$ cat src/rtl/regfile_mp_pkg.sv
// Shared constants, helpers and types for the multi-port register file.
package regfile_mp_pkg;

  localparam int DEF_DATA_W = 16;
  localparam int DEF_DEPTH  = 8;

  function automatic int addr_w(input int depth);
    return $clog2(depth);
  endfunction

  // One writeback request, sized for the default configuration.
  typedef struct packed {
    logic                         en;
    logic [$clog2(DEF_DEPTH)-1:0] addr;
    logic [DEF_DATA_W-1:0]        data;
  } wr_req_t;

endpackage

$ cat src/rtl/regfile_mp_sb.sv
// Pending-write scoreboard: busy vector with set-over-clear priority and a
// registered population count of the next-state busy bits.
module regfile_mp_sb
  import regfile_mp_pkg::*;
#(
  parameter int DEPTH   = DEF_DEPTH,
  parameter int ZERO_R0 = 1
) (
  input  logic                       clk,
  input  logic                       rst,
  input  logic [DEPTH-1:0]           clr_mask_i,
  input  logic                       sb_set_i,
  input  logic [addr_w(DEPTH)-1:0]   sb_addr_i,
  output logic [DEPTH-1:0]           busy_o,
  output logic [addr_w(DEPTH):0]     busy_cnt_o
);

  localparam int AW = addr_w(DEPTH);

  logic [DEPTH-1:0] r_busy;
  logic [AW:0]      r_cnt;
  logic [DEPTH-1:0] w_setMask;
  logic [DEPTH-1:0] w_busyNext;
  logic [AW:0]      w_cntNext;

  // Set is applied after clear so a new issue behind a retiring write keeps the register busy.
  always_comb begin
    w_setMask = '0;
    if (sb_set_i && !((ZERO_R0 != 0) && (sb_addr_i == '0))) begin
      w_setMask[sb_addr_i] = 1'b1;
    end
    w_busyNext = (r_busy & ~clr_mask_i) | w_setMask;
    if (ZERO_R0 != 0) begin
      w_busyNext[0] = 1'b0;
    end
    w_cntNext = '0;
    for (int i = 0; i < DEPTH; i++) begin
      w_cntNext = w_cntNext + {{AW{1'b0}}, w_busyNext[i]};
    end
  end

  always_ff @(posedge clk) begin
    if (rst) begin
      r_busy <= '0;
      r_cnt  <= '0;
    end else begin
      r_busy <= w_busyNext;
      r_cnt  <= w_cntNext;
    end
  end

  assign busy_o     = r_busy;
  assign busy_cnt_o = r_cnt;

endmodule

$ cat src/rtl/regfile_mp.sv
// Parametrised multi-port register file with pending-write scoreboard.
// Optional same-cycle write-to-read bypass enabled by defining REGFILE_MP_BYPASS_EN.
module regfile_mp
  import regfile_mp_pkg::*;
#(
  parameter int DATA_W  = DEF_DATA_W,
  parameter int DEPTH   = DEF_DEPTH,
  parameter int NUM_RD  = 2,
  parameter int NUM_WR  = 1,
  parameter int ZERO_R0 = 1
) (
  input  logic                              clk,
  input  logic                              rst,
  input  logic [NUM_WR-1:0]                 wr_en_i,
  input  logic [NUM_WR*addr_w(DEPTH)-1:0]   wr_addr_i,
  input  logic [NUM_WR*DATA_W-1:0]          wr_data_i,
  input  logic [NUM_RD*addr_w(DEPTH)-1:0]   rd_addr_i,
  output logic [NUM_RD*DATA_W-1:0]          rd_data_o,
  output logic [NUM_RD-1:0]                 rd_busy_o,
  input  logic                              sb_set_i,
  input  logic [addr_w(DEPTH)-1:0]          sb_addr_i,
  output logic [addr_w(DEPTH):0]            busy_cnt_o
);

  localparam int AW = addr_w(DEPTH);

  logic [DATA_W-1:0] r_mem [DEPTH];
  logic [DEPTH-1:0]  w_wrMask;
  logic [DATA_W-1:0] w_wrData [DEPTH];
  logic [DEPTH-1:0]  w_busy;
  logic [AW-1:0]     w_rdAddr [NUM_RD];

  // Ports are scanned in ascending order so the highest enabled port to an address wins.
  always_comb begin
    w_wrMask = '0;
    for (int d = 0; d < DEPTH; d++) begin
      w_wrData[d] = '0;
    end
    for (int w = 0; w < NUM_WR; w++) begin
      if (wr_en_i[w]) begin
        w_wrMask[wr_addr_i[w*AW +: AW]] = 1'b1;
        w_wrData[wr_addr_i[w*AW +: AW]] = wr_data_i[w*DATA_W +: DATA_W];
      end
    end
    if (ZERO_R0 != 0) begin
      w_wrMask[0] = 1'b0;
    end
  end

  always_ff @(posedge clk) begin
    if (rst) begin
      for (int d = 0; d < DEPTH; d++) begin
        r_mem[d] <= '0;
      end
    end else begin
      for (int d = 0; d < DEPTH; d++) begin
        if (w_wrMask[d]) begin
          r_mem[d] <= w_wrData[d];
        end
      end
    end
  end

  regfile_mp_sb #(
    .DEPTH   (DEPTH),
    .ZERO_R0 (ZERO_R0)
  ) u_sb (
    .clk        (clk),
    .rst        (rst),
    .clr_mask_i (w_wrMask),
    .sb_set_i   (sb_set_i),
    .sb_addr_i  (sb_addr_i),
    .busy_o     (w_busy),
    .busy_cnt_o (busy_cnt_o)
  );

  for (genvar p = 0; p < NUM_RD; p++) begin : g_rdAddr
    assign w_rdAddr[p] = rd_addr_i[p*AW +: AW];
  end

  always_comb begin
    rd_data_o = '0;
    rd_busy_o = '0;
    for (int p = 0; p < NUM_RD; p++) begin
      rd_data_o[p*DATA_W +: DATA_W] = r_mem[w_rdAddr[p]];
      rd_busy_o[p]                  = w_busy[w_rdAddr[p]];
`ifdef REGFILE_MP_BYPASS_EN
      if (w_wrMask[w_rdAddr[p]]) begin
        rd_data_o[p*DATA_W +: DATA_W] = w_wrData[w_rdAddr[p]];
        rd_busy_o[p]                  = sb_set_i && (sb_addr_i == w_rdAddr[p]);
      end
`endif
      if ((ZERO_R0 != 0) && (w_rdAddr[p] == '0)) begin
        rd_data_o[p*DATA_W +: DATA_W] = '0;
        rd_busy_o[p]                  = 1'b0;
      end
    end
  end

endmodule
$ cat config.mk
export PLATFORM = sky130hd
export DESIGN_NAME = regfile_mp
export DESIGN_NICKNAME = d
export VERILOG_FILES = /design/src/rtl/regfile_mp_pkg.sv /design/src/rtl/regfile_mp_sb.sv /design/src/rtl/regfile_mp.sv
export SDC_FILE = /design/constraint.sdc
export NUM_CORES = 1
export LEC_CHECK = 0
export CORE_MARGIN = 2
export CORE_UTILIZATION = 40
export DETAILED_ROUTE_END_ITERATION = 8
export PLACE_DENSITY = 0.66
export SYNTH_ARGS = -nofsm -noshare
export SYNTH_HDL_FRONTEND = slang
export SYNTH_SLANG_ARGS = --single-unit
$ cat constraint.sdc
create_clock -name clk -period 10.2 [get_ports clk]
set_input_delay 2.55 -clock clk [delete_from_list [all_inputs] [get_ports clk]]
set_output_delay 2.55 -clock clk [all_outputs]
set_load 0.01 [all_outputs]
## Yosys cells after proc, flatten, opt, wreduce, memory -nomap -nowiden

Memory sizes are Yosys's and may differ from the RTL's.
Index checks and enable logic that the tools add are counted.

| cells by class | value |
|---|---|
| add/subtract/negate cells | 6 |
| order comparisons | 8 |
| multiplexer cells | 47 |
| bitwise gates (word level) | 12 |
| reduce and logical (&&, ||, !) cells | 8 |

Operators by type and width:

| kind | count |
|---|---|
| two-way mux 16 bit | 10 |
| bitwise AND 128 bit | 1 |
| two-way mux 128 bit | 1 |
| demux 16 bit (select 3 bit) | 1 |
| two-way mux 1 bit | 29 |
| adder 4 x 1 -> 4 bit | 5 |
| less-than comparator 3 x 4 -> 1 bit, second input constant | 4 |
| two-way mux 8 bit | 2 |
| logical NOT 3 bit | 3 |
| bitwise AND 8 bit | 1 |
| NOT 8 bit | 1 |
| bitwise OR 8 bit | 1 |
| bitwise OR 1 bit | 7 |
| binary-select mux 1 bit (select 3 bit) | 2 |
| demux 1 bit (select 3 bit) | 2 |
| greater-or-equal comparator 3 x 1 -> 1 bit, second input constant | 2 |
| greater-or-equal comparator 4 bit, second input constant | 1 |
| logical AND 1 bit | 4 |
| less-than comparator 4 x 1 -> 1 bit, second input constant | 1 |
| NOT 3 -> 4 bit | 1 |
| adder 1 x 1 -> 2 bit | 1 |
| logical NOT 1 bit | 1 |

| word-level totals | value |
|---|---|
| register bits | 12 |
| bits in writable memories | 128 |
| input port bits | 32 |
| output and inout bits | 38 |
| memories | 1 |

Memories:

| memory | depth | width | rd ports | clocked after memory_dff | write ports | RTL line | text |
|---|---|---|---|---|---|---|---|
| r_mem | 8 | 16 | 2 | 0 | 8 | regfile_mp.sv:27 | `logic [DATA_W-1:0] r_mem [DEPTH];` |

## Depth between registers and ports, before layout

Gate-level depths: netlist of the first run.

| depth | value |
|---|---|
| depth after elaboration | 14 |
| gate-level depth with buffers | 14 |
| mapped depth without buffers | 13 |

## By module

Synthesis of the first run repeated with hierarchy kept, for this count alone.

| second synthesis, totals | value |
|---|---|
| cell total of the unflattened synthesis | 567 |
| area total of the unflattened synthesis | 6,820.3 um^2 |

Modules (own cells, without submodules):

| module | instances | cells each | area each (um^2) |
|---|---|---|---|
| regfile_mp | 1 | 506 | 6,234.7 |
| regfile_mp_sb | 1 | 61 | 585.6 |

## Least setup slack after synthesis of the first run

OpenSTA, ideal clock, no wires.

| path | value |
|---|---|
| path kind | input-to-output |
| start point | in rd_addr_i[2] |
| end point | out rd_data_o[0] |
| arrival | 3.547 ns |
| required time | 7.650 ns |
| path slack | 4.103 ns |
| cell stages on the path | 5 |
| path buffers | 3 |
| path through | buf_2 and2_1 buf_2 buf_2 a221oi_1 |

| on the way | value |
|---|---|
| longest elaborated chain between the ends | 2 |

RTL lines:

| item | RTL line | text |
|---|---|---|
| start, declared | regfile_mp.sv:17 | `input logic [NUM_RD*addr_w(DEPTH)-1:0] rd_addr_i,` |
| memory read (8 x 16 bit) or logical NOT 3 bit (tied branches) | n/a |  |
| two-way mux 16 bit * | regfile_mp.sv:93 | `if ((ZERO_R0 != 0) && (w_rdAddr[p] == '0)) begin` |
| end, declared | regfile_mp.sv:18 | `output logic [NUM_RD*DATA_W-1:0] rd_data_o,` |

Every way passes the cells marked *; elsewhere a longest branch is shown, timed or not.

## Worst setup path in the final report of the first run

| path | value |
|---|---|
| start point | in rd_addr_i[4] |
| end point | out rd_data_o[28] |

The elaborated chain is that of the path after synthesis.

==> results of run 1 <==
==> stage by stage <==
stage	std cells	power, uW	instance area (sq um)	worst slack [ps]
6_report	846	1390	7970	2210
5_1_grt	846	1430	7970	2080
4_1_cts	846	1390	7970	2290
3_5_place_dp	814	806	7400	2300
3_3_place_gp	814	802	7400	2330
2_1_floorplan	566	722	6690	4100
==> sequential cells by signal, indices dropped and copies added (netlist names) <==
name and flops:
u_sb.busy_o 7, r_mem 112, u_sb.busy_cnt_o 4
==> path summary, 6_finish.rpt <==
kind,from,to,slack [ps],cells after the start
hold reg to reg,u_sb.busy_o[3],u_sb.busy_o[3],550,2
setup reg to reg,u_sb.busy_o[1],u_sb.busy_cnt_o[2],7300,12
setup / recovery,rd_addr_i[4],rd_data_o[28],2210,6
hold / removal,u_sb.busy_o[3],u_sb.busy_o[3],550,2
==> worst reg2reg max path, cell delays in order, from the launching register on <==
cell	delay, ps
dfxtp_1	330
o21ai_0	120
nand2_1	100
ha_1	320
fa_1	510
inv_1	50
fa_1	440
inv_1	70
ha_1	160
inv_1	60
fa_1	370
xor2_1	180
nor2_1	70
==> final cells by class <==
cell class	instances	area (sq um)	share of cell area (%)
multi-input cells	385	2760	34.6
well taps	220	275	3.45
clock buffers	17	425	5.34
flip-flops and latches	123	3580	44.9
inverters	6	22.5	0.282
repair buffers	80	763	9.57
clock inverters	15	148	1.85
==> power by group through the flow <==
| stage | Combinational (uW) | Clock (uW) | Sequential [uW] |
|---|---|---|---|
| floorplan | 117 | 0 | 605 |
| global placement | 194 | 0 | 607 |
| detailed placement | 196 | 0 | 610 |
| CTS | 197 | 591 | 600 |
| global route | 211 | 614 | 604 |
| finish | 197 | 592 | 600 |
==> kinds of logic (layout without fill, tap and decap cells) <==
group                      count (synthesis)  count (layout)  synth area share (%)
AOI/OAI and AO/OA                        102             102                  12.6
xor gates and xnor gates                   1               1                 0.131
adders and majority gates                  7               7                  1.64
buffers and inverters                     58             118                  5.35
DFF                                      123             123                  53.5
muxes                                     85              85                  13.3
and+or+nand+nor                          190             190                  13.4
==> layer usage <==
metal  track usage, %  vias up
li1                 -     2240
met4             11.1        0
met2             36.9      251
met1             26.1     2506
met5                0        -
met3             4.49       48
==> cells in the mapped netlist, types with 2 or more instances <==
cell type and count:
edfxtp_1 112, nor2_1 107, mux2i_1 51, a221oi_1 47, mux2_2 27, nor2b_1 25, a211oi_1 17, a311oi_1 17
buf_2 17, nand2_1 16, clkbuf_1 15, dfxtp_1 11, nand2_2 10, nor2_2 10, buf_6 9, buf_4 7
mux2_1 7, a21oi_1 6, inv_1 6, nand2b_1 6, ha_1 4, fa_1 3, nand3b_1 3, o21ai_0 3
o21bai_1 3, a221oi_2 2, a22o_1 2, buf_8 2, clkbuf_2 2, nand3_1 2, nand4b_1 2
==> summary.txt, run 1 <==
Status
  – Outcome: finished, final reports clean

Worst hold path
  – Worst hold path class: register to register

Clocking
  – Clock Pin Slew Worst Setup and Hold Paths: 60 ps
  – Root Driver: clkbuf_16
  – Clock Latency Late Sink: 420 ps
  – CTS Buffer Depth: 2
  – Post-CTS Setup Repair Bufs: 0
  – CTS tree: done
  – Post-CTS sizing: 0
  – H-Tree Depth: 4
  – # clock sinks: 123
  – Hold buffer count at cts: 0
  – CTS Buf Count: 17

Logic synthesis
  – Post-synth EDFFs: 112
  – Synthesized Nets: 605
  – Cell Area, Synth: 6690 sq um
  – Syn Inst Count: 566
  – Synth Warn #: 0
  – Post-synth ARST share: 0%
  – Area contributors post-synth: edfxtp_1 50%, mux2i_1 7.6%, a221oi_1 6.1%
  – Area fraction of the dominant cell type after synthesis: 50.2%
  – Post-synthesis sequential area ratio: 53.5%
  – Post-synth top area cell: edfxtp_1
  – Netlist cell types: 46
  – Seq cells post-synth: 123
  – Main synth FF type: edfxtp_1
  – Syn_area_per_cell: 11.8 sq um

Cells and area
  – N_diodes: 0
  – Filler cell count: 1468
  – Commonest non-fill, non-tap cells in the layout: 112 x edfxtp_1, 107 x nor2_1, 67 x clkdlybuf4s50_1
  – Nets: 652
  – Layout Utilization: 48.4%
  – Layout area overhead: 19.1%
  – Share of layout cells above drive strength 1: 15.0%
  – Most common library cell in the layout ignoring fill and taps: edfxtp_1

Floorplan
  – Ports: 70
  – # rows: 47
  – Core ar.: 16500 sq um
  – Starting Density: 40.7%
  – Chip height: 133 microns
  – Die width: 133 microns
  – Die area: 17800 sq um

Flow run
  – Max-Cap Viols: 0

Setup path
  – Most used cell, CP: clkdlybuf4s50_1
  – Top delay family on crit path: buffers and inverters
  – Crit path DAT: 5440 ps
  – Slowest-stage cell, CP: nand2b_1
  – Buf/Inv on CP: 3
  – Setup crit start kind: primary input
  – Crit-path max FO: 36
  – WP data required: 7650 ps
  – Setup crit end kind: output port
  – Critical path type: primary input to output port
  – Crit-path cells: clkdlybuf4s50_1 > buf_4 > nand2b_1 > a211oi_1 > a311oi_1 > clkdlybuf4s50_1
  – CP peak stage delay: 840 ps

Detailed routing
  – Metal2 WL: 9.49 mm
  – DR vias/cell: 5.96
  – Met1 WL: 7.56 mm
  – WL final: 18.9 mm
  – Drt drc: 0
  – DR pass1 iterations: 5
  – Starting DRT DRC Count: 383
  – Routed len/inst: 22.4 microns
  – Vias: 5045
  – DR top layer: met4
  – Met3 wire len: 1.22 mm
  – Antenna-violating nets left: 0

Timing
  – Worst clock skew: 2.75 ps
  – Endpoints failing hold: 0
  – Hold Slack: 554 ps
  – Max Slew Vio Count: 0
  – Unrepaired setup endpoints after global routing: false
  – Slew margin rel.: 12.6%
  – Total negative slack: 0 ps
  – Worst-Margin Slew: 1310 ps
  – Tcrit/Tclk final: 78.3%
  – F_max: 125 MHz
  – Setup violations, final: 0
  – Period minus WS final: 7990 ps

Power
  – Leakage: 0.00272 uW
  – Clock share of power: 42.6%
  – Switch share: 25.9%
  – Pint: 1030 uW
  – Combinational share of power: 14.2%
  – PwrDens: 174 nW/um^2
  – Max IR drop VDD: 140 uV
  – Switching pwr: 360 uW
  – Sequential power share: 43.2%

Placed design
  – Final HPWL DP: 11.6 mm
  – I/O Buffers: 69
  – Final Wtd Congestion: 0.870

GRT
  – Remaining Overflow, GRT: 0
  – Largest net degree at the start of global routing: 43
  – Antenna violations before repair: 0
  – Total GRT Usage: 21.7%
  – Vias in the first global route: 5263
  – First-pass GRT wire length: 28.9 mm
No activity file was read; power rests on OpenSTA's default activity.
==> run 2: changes to the inputs <==
==> constraint.sdc (replaced) <==
create_clock -name clk -period 8.25 [get_ports clk]
set_input_delay 2.0625 -clock clk [delete_from_list [all_inputs] [get_ports clk]]
set_output_delay 2.0625 -clock clk [all_outputs]
set_load 0.01 [all_outputs]
==> run 2 against run 1 <==
  * First-iteration DRC count shrank 20%
  * Die area did not move
  * Final cell count is 0.12% higher
  * Core utilization is 0.79 points higher
  * Highest routed layer unchanged
==> summary.txt, run 2 (same netlist as run 1, synthesis figures left out) <==
Flow run
  – Max-Cap Viols: 0 (unchanged)

Detailed routing
  – WL final: 18.9 mm (about the same)
  – Routed len/inst: 22.4 microns (about the same)
  – DR vias/cell: 5.83 (was 5.96)
  – Drt drc: 0 (unchanged)
  – Antenna-violating nets left: 0 (unchanged)
  – Vias: 4937 (was 5045)
  – DR pass1 iterations: 5 (unchanged)
  – Starting DRT DRC Count: 305 (was 383)

GRT
  – Total GRT Usage: 21.7% (about the same)
  – Remaining Overflow, GRT: 0 (unchanged)
  – Vias in the first global route: 5148 (was 5263)
  – Antenna violations before repair: 0 (unchanged)
  – Largest net degree at the start of global routing: 69 (was 43)
  – First-pass GRT wire length: 29.0 mm (was 28.9 mm)

Cells and area
  – Commonest non-fill, non-tap cells in the layout: 112 x edfxtp_1, 107 x nor2_1, 67 x clkdlybuf4s50_1 (unchanged)
  – Max reg flops: 112 (unchanged)
  – Most common library cell in the layout ignoring fill and taps: edfxtp_1 (unchanged)
  – Nets: 653 (was 652)
  – Layout area overhead: 21.0% (was 19.1%)
  – Non-filler cells, final: 847 (was 846)
  – Multi-input gate area: 2760 sq um (unchanged)
  – Filler cell count: 1487 (was 1468)
  – N_diodes: 0 (unchanged)
  – Final instance area: 8100 sq um (was 7970 sq um)
  – Reg with most FFs: r_mem (unchanged)
  – Layout Utilization: 49.2% (was 48.4%)
  – Share of layout cells above drive strength 1: 15.6% (was 15.0%)
  – Sequential cell area: 3580 sq um (unchanged)

Clocking
  – CTS Buffer Depth: 2 (unchanged)
  – Post-CTS Setup Repair Bufs: 0 (unchanged)
  – Root Driver: clkbuf_16 (unchanged)
  – Clock Latency Late Sink: 420 ps (about the same)
  – Clock Pin Slew Worst Setup and Hold Paths: 50 ps (was 60 ps)
  – Post-CTS sizing: 0 (unchanged)
  – CTS tree: done (unchanged)
  – Hold buffer count at cts: 0 (unchanged)
  – H-Tree Depth: 4 (unchanged)
  – CTS Buf Count: 17 (unchanged)
  – # clock sinks: 123 (unchanged)

Power
  – Switch share: 23.6% (was 25.9%)
  – Clock share of power: 47.2% (was 42.6%)
  – Combinational share of power: 13.1% (was 14.2%)
  – Switching pwr: 441 uW (was 360 uW)
  – Leakage: 0.00279 uW (was 0.00272 uW)
  – Pint: 1430 uW (was 1030 uW)
  – Sequential power share: 39.8% (was 43.2%)
  – Pwr Total: 1870 uW (was 1390 uW)
  – PwrDens: 231 nW/um^2 (was 174 nW/um^2)
  – Max IR drop VDD: 150 uV (was 140 uV)

Setup path
  – Worst reg-to-reg path cell count: 12 (unchanged)
  – Cell count along the critical path: 5 (was 6)
  – Slowest-stage cell, CP: and2_1 (was nand2b_1)
  – Buf/Inv on CP: 3 (unchanged)
  – Setup crit start kind: primary input (unchanged)
  – Crit-path max FO: 17 (was 36)
  – Top delay family on crit path: buffers and inverters (unchanged)
  – WP data required: 6190 ps (was 7650 ps)
  – CP peak stage delay: 860 ps (was 840 ps)
  – Setup crit end kind: output port (unchanged)
  – Most used cell, CP: clkdlybuf4s50_1 (unchanged)
  – Crit path DAT: 4880 ps (was 5440 ps)
  – Critical path type: primary input to output port (unchanged)
  – Crit-path cells: clkdlybuf4s50_1 > buf_4 > and2_1 > a221oi_1 > clkdlybuf4s50_1 (was clkdlybuf4s50_1 > buf_4 > nand2b_1 > a211oi_1 > a311oi_1 > clkdlybuf4s50_1)

Status
  – Outcome: finished, final reports clean (unchanged)

Placed design
  – Placed cell area: 7410 sq um (was 7400 sq um)
  – I/O Buffers: 69 (unchanged)
  – Final Wtd Congestion: 0.829 (was 0.870)
  – Final HPWL DP: 11.8 mm (was 11.6 mm)
  – Placed Cells: 815 (was 814)

Floorplan
  – Die width: 133 microns (unchanged)
  – Starting Density: 40.7% (unchanged)
  – Ports: 70 (unchanged)
  – Chip height: 133 microns (unchanged)
  – Die area: 17800 sq um (unchanged)
  – # rows: 47 (unchanged)
  – Core ar.: 16500 sq um (unchanged)

Timing
  – Unrepaired setup endpoints after global routing: false (unchanged)
  – Period minus WS final: 6950 ps
  – Tcrit/Tclk final: 84.2%
  – Worst clock skew: 1.02 ps (was 2.75 ps)
  – Total negative slack: 0 ps (unchanged)
  – Worst-Margin Slew: 1210 ps (was 1310 ps)
  – Endpoints failing hold: 0 (unchanged)
  – Setup violations, final: 0 (unchanged)
  – Slew margin rel.: 19.3% (was 12.6%)
  – F_max: 144 MHz
  – Max Slew Vio Count: 0 (unchanged)

Worst hold path
  – Worst hold stages: 2 (unchanged)
  – Worst hold path class: register to register (unchanged)
-- run 2: final cells by class --
cell class | instances | share of cell area, %
sequential | 123 | 44.2
multi-input combinational | 385 | 34.0
inverter | 6 | 0.278
tap | 220 | 3.40
clock inverter | 15 | 3.34
timing repair buffer | 81 | 9.51
clock buffer | 17 | 5.25
-- run 2: routing by layer --
metal / global-route usage (%) / wire length (microns) / part of all wire (%)
met5: 0 / 0 / 0
met4: 9.87 / 577 / 3.0
met3: 3.84 / 1030 / 5.4
met2: 38.7 / 9730 / 51
met1: 25.5 / 7610 / 40
-- run 2: worst reg2reg max path, cell delays in order (launching register included) --
cell,delay (ps)
dfxtp_1,330
o21ai_0,140
nand2_1,120
ha_1,330
fa_1,500
inv_1,50
fa_1,440
inv_1,70
ha_1,160
inv_1,60
fa_1,380
xor2_1,180
nor2_1,50
-- run 2: power by group through the flow --
stage	Combinational [uW]	Clock [uW]	Sequential, uW
after floorplan	145	0	748
final	244	882	743
after CTS	245	882	742
after detailed placement	244	0	755
after global placement	240	0	752
after global routing	261	906	748
-- run 2: path summary, 6_finish.rpt --
check                                     endpoint      startpoint  slack (ps)
worst min register to register      u_sb.busy_o[2]  u_sb.busy_o[2]         550
worst min-delay path                u_sb.busy_o[2]  u_sb.busy_o[2]         550
worst max-delay path                  rd_data_o[4]    rd_addr_i[0]        1300
worst max register to register  u_sb.busy_cnt_o[2]  u_sb.busy_o[1]        5320
-- run 2: stage by stage --
stage                     setup WS, ps  hold slack, ps
after global routing              1270             555
after global placement            1410             517
after detailed placement          1380             525
final                             1300             545
after floorplan                   3130             483
after CTS                         1340             544
==> run 3: changes to the inputs <==
--- a/config.mk
+++ b/config.mk
@@ -8,7 +8,7 @@
 export CORE_MARGIN = 2
 export CORE_UTILIZATION = 40
 export DETAILED_ROUTE_END_ITERATION = 8
-export PLACE_DENSITY = 0.66
+export PLACE_DENSITY = 0.68
 export SYNTH_ARGS = -nofsm -noshare
 export SYNTH_HDL_FRONTEND = slang
 export SYNTH_SLANG_ARGS = --single-unit
==> constraint.sdc (replaced) <==
create_clock -name clk -period 5.84 [get_ports clk]
set_input_delay 1.46 -clock clk [delete_from_list [all_inputs] [get_ports clk]]
set_output_delay 1.46 -clock clk [all_outputs]
set_load 0.01 [all_outputs]
==> run 3 against run 2 <==
  * Via count is 2.3% higher
  * Core utilization is 0.21 points lower
  * Clock power is 21% higher
  * Total power is 32% higher
  * Global-route usage is 0.059 points lower
  * Critical path type unchanged
  * Largest cell class unchanged
  * Largest power group unchanged
  * Highest routed layer unchanged
==> summary.txt, run 3 (same netlist as run 1, synthesis figures left out) <==
Cells and area
  – Layout area overhead: 20.5% (was 21.0%)
  – Multi-input gate area: 2760 sq um (unchanged)
  – Commonest non-fill, non-tap cells in the layout: 112 x edfxtp_1, 107 x nor2_1, 67 x clkdlybuf4s50_1 (unchanged)
  – Sequential cell area: 3580 sq um (unchanged)
  – Nets: 661 (was 653)
  – N_diodes: 0 (unchanged)
  – Filler cell count: 1480 (was 1487)
  – Reg with most FFs: r_mem (unchanged)
  – Most common library cell in the layout ignoring fill and taps: edfxtp_1 (unchanged)
  – Share of layout cells above drive strength 1: 16.7% (was 15.6%)
  – Max reg flops: 112 (unchanged)

Floorplan
  – Core ar.: 16500 sq um (unchanged)
  – Ports: 70 (unchanged)
  – Chip height: 133 microns (unchanged)
  – Die width: 133 microns (unchanged)
  – # rows: 47 (unchanged)
  – Starting Density: 40.7% (unchanged)
  – Die area: 17800 sq um (unchanged)

Power
  – Pint: 1850 uW (was 1430 uW)
  – Max IR drop VDD: 185 uV (was 150 uV)
  – Switching pwr: 621 uW (was 441 uW)
  – Sequential power share: 42.5% (was 39.8%)
  – Switch share: 25.2% (was 23.6%)
  – Combinational share of power: 14.1% (was 13.1%)
  – PwrDens: 306 nW/um^2 (was 231 nW/um^2)
  – Leakage: 0.00278 uW (was 0.00279 uW)
  – Clock share of power: 43.4% (was 47.2%)

Clocking
  – # clock sinks: 123 (unchanged)
  – Hold buffer count at cts: 0 (unchanged)
  – H-Tree Depth: 4 (unchanged)
  – Post-CTS Setup Repair Bufs: 0 (unchanged)
  – Root Driver: clkbuf_16 (unchanged)
  – Post-CTS sizing: 0 (unchanged)
  – CTS tree: done (unchanged)
  – Clock Pin Slew Worst Setup and Hold Paths: 60 ps (was 50 ps)
  – CTS Buffer Depth: 2 (unchanged)
  – CTS Buf Count: 17 (unchanged)
  – Clock Latency Late Sink: 420 ps (about the same)

Placed design
  – Final Wtd Congestion: 0.857 (was 0.829)
  – I/O Buffers: 69 (unchanged)
  – Dpl ws: 493 ps (was 1380 ps)
  – Final HPWL DP: 11.9 mm (was 11.8 mm)

Setup path
  – Crit-path max FO: 10 (was 17)
  – Top delay family on crit path: buffers and inverters (unchanged)
  – Slowest-stage cell, CP: nor2b_1 (was and2_1)
  – Crit-path cells: clkdlybuf4s50_1 > nor2b_1 > buf_4 > a221oi_1 > clkdlybuf4s50_1 (was clkdlybuf4s50_1 > buf_4 > and2_1 > a221oi_1 > clkdlybuf4s50_1)
  – CP peak stage delay: 930 ps (was 860 ps)
  – Critical path type: primary input to output port (unchanged)
  – Buf/Inv on CP: 3 (unchanged)
  – Setup crit end kind: output port (unchanged)
  – Setup crit start kind: primary input (unchanged)
  – Most used cell, CP: clkdlybuf4s50_1 (unchanged)
  – Crit path DAT: 3910 ps (was 4880 ps)
  – WP data required: 4380 ps (was 6190 ps)

GRT
  – Largest net degree at the start of global routing: 35 (was 69)
  – Antenna violations before repair: 0 (unchanged)
  – Remaining Overflow, GRT: 0 (unchanged)
  – Vias in the first global route: 5185 (was 5148)
  – Total GRT Usage: 21.6% (was 21.7%)
  – First-pass GRT wire length: 29.0 mm (about the same)

Timing
  – Max Slew Vio Count: 0 (unchanged)
  – Slew margin rel.: 21.7% (was 19.3%)
  – Period minus WS final: 5370 ps
  – Endpoints failing hold: 0 (unchanged)
  – F_max: 186 MHz
  – Tcrit/Tclk final: 92.0%
  – Setup violations, final: 0 (unchanged)
  – Unrepaired setup endpoints after global routing: false (unchanged)
  – Worst-Margin Slew: 1170 ps (was 1210 ps)
  – Total negative slack: 0 ps (unchanged)
  – Worst clock skew: 1.28 ps (was 1.02 ps)
  – Final worst setup slack: 467 ps (was 1300 ps)

Detailed routing
  – Antenna-violating nets left: 0 (unchanged)
  – Vias: 5053 (was 4937)
  – DR vias/cell: 5.91 (was 5.83)
  – Routed len/inst: 22.1 microns (was 22.4 microns)
  – Drt drc: 0 (unchanged)
  – Starting DRT DRC Count: 370 (was 305)
  – WL final: 18.9 mm (about the same)
  – DR pass1 iterations: 5 (unchanged)

Worst hold path
  – Worst hold path class: register to register (unchanged)

Flow run
  – Max-Cap Viols: 0 (unchanged)

Status
  – Outcome: finished, final reports clean (unchanged)
-- run 3: layout make-up --
type	count	area share [%]
sequential	123	44.4
multi-input combinational	385	34.2
timing repair buffer	89	10.3
clock buffer	17	5.27
tap	220	3.41
clock inverter	15	2.17
inverter	6	0.279
-- run 3: worst reg2reg max path, stage by stage, from the launching register on --
cell and delay (ps):
dfxtp_1 330, o31ai_1 90, nand2_1 120, ha_1 300
fa_1 510, inv_1 50, fa_1 440, inv_1 80
ha_1 170, inv_1 60, fa_1 390, xor2_1 170
nor2_1 50
-- run 3: path summary, 6_finish.rpt --
check,endpoint,depth (start not counted),start,slack [ps]
hold / removal,u_sb.busy_o[3],2,u_sb.busy_o[3],530
setup / recovery,rd_data_o[14],5,rd_addr_i[2],470
hold reg to reg,u_sb.busy_o[3],2,u_sb.busy_o[3],530
setup reg to reg,u_sb.busy_cnt_o[2],12,u_sb.busy_o[2],2940
-- run 3: power groups by stage --
| stage | logic, uW | clock network [uW] | registers (uW) |
|---|---|---|---|
| floorplan | 204 | 0 | 1060 |
| global placement | 342 | 0 | 1060 |
| detailed placement | 347 | 0 | 1070 |
| CTS | 349 | 1070 | 1050 |
| global route | 372 | 1110 | 1050 |
| finish | 348 | 1070 | 1050 |
-- run 3: per-layer routing --
metal	GRT usage, %	up-vias	wire, microns
met5	0	-	0
met4	7.62	0	377
met3	4.91	28	1220
met2	37.9	212	9880
met1	26.3	2556	7450
li1	-	2257	-
-- run 3: through the flow --
step | cells | utilization (%) | cell area, sq um | total power, uW | hold slack, ps
2_1_floorplan | 566 | - | 6690 | 1260 | 483
3_3_place_gp | 823 | 45.3 | 7470 | 1400 | 530
3_5_place_dp | 823 | 45.3 | 7470 | 1410 | 525
4_1_cts | 855 | 49.0 | 8070 | 2470 | 533
5_1_grt | 855 | 49.0 | 8070 | 2540 | 563
6_report | 855 | 49.0 | 8070 | 2470 | 532
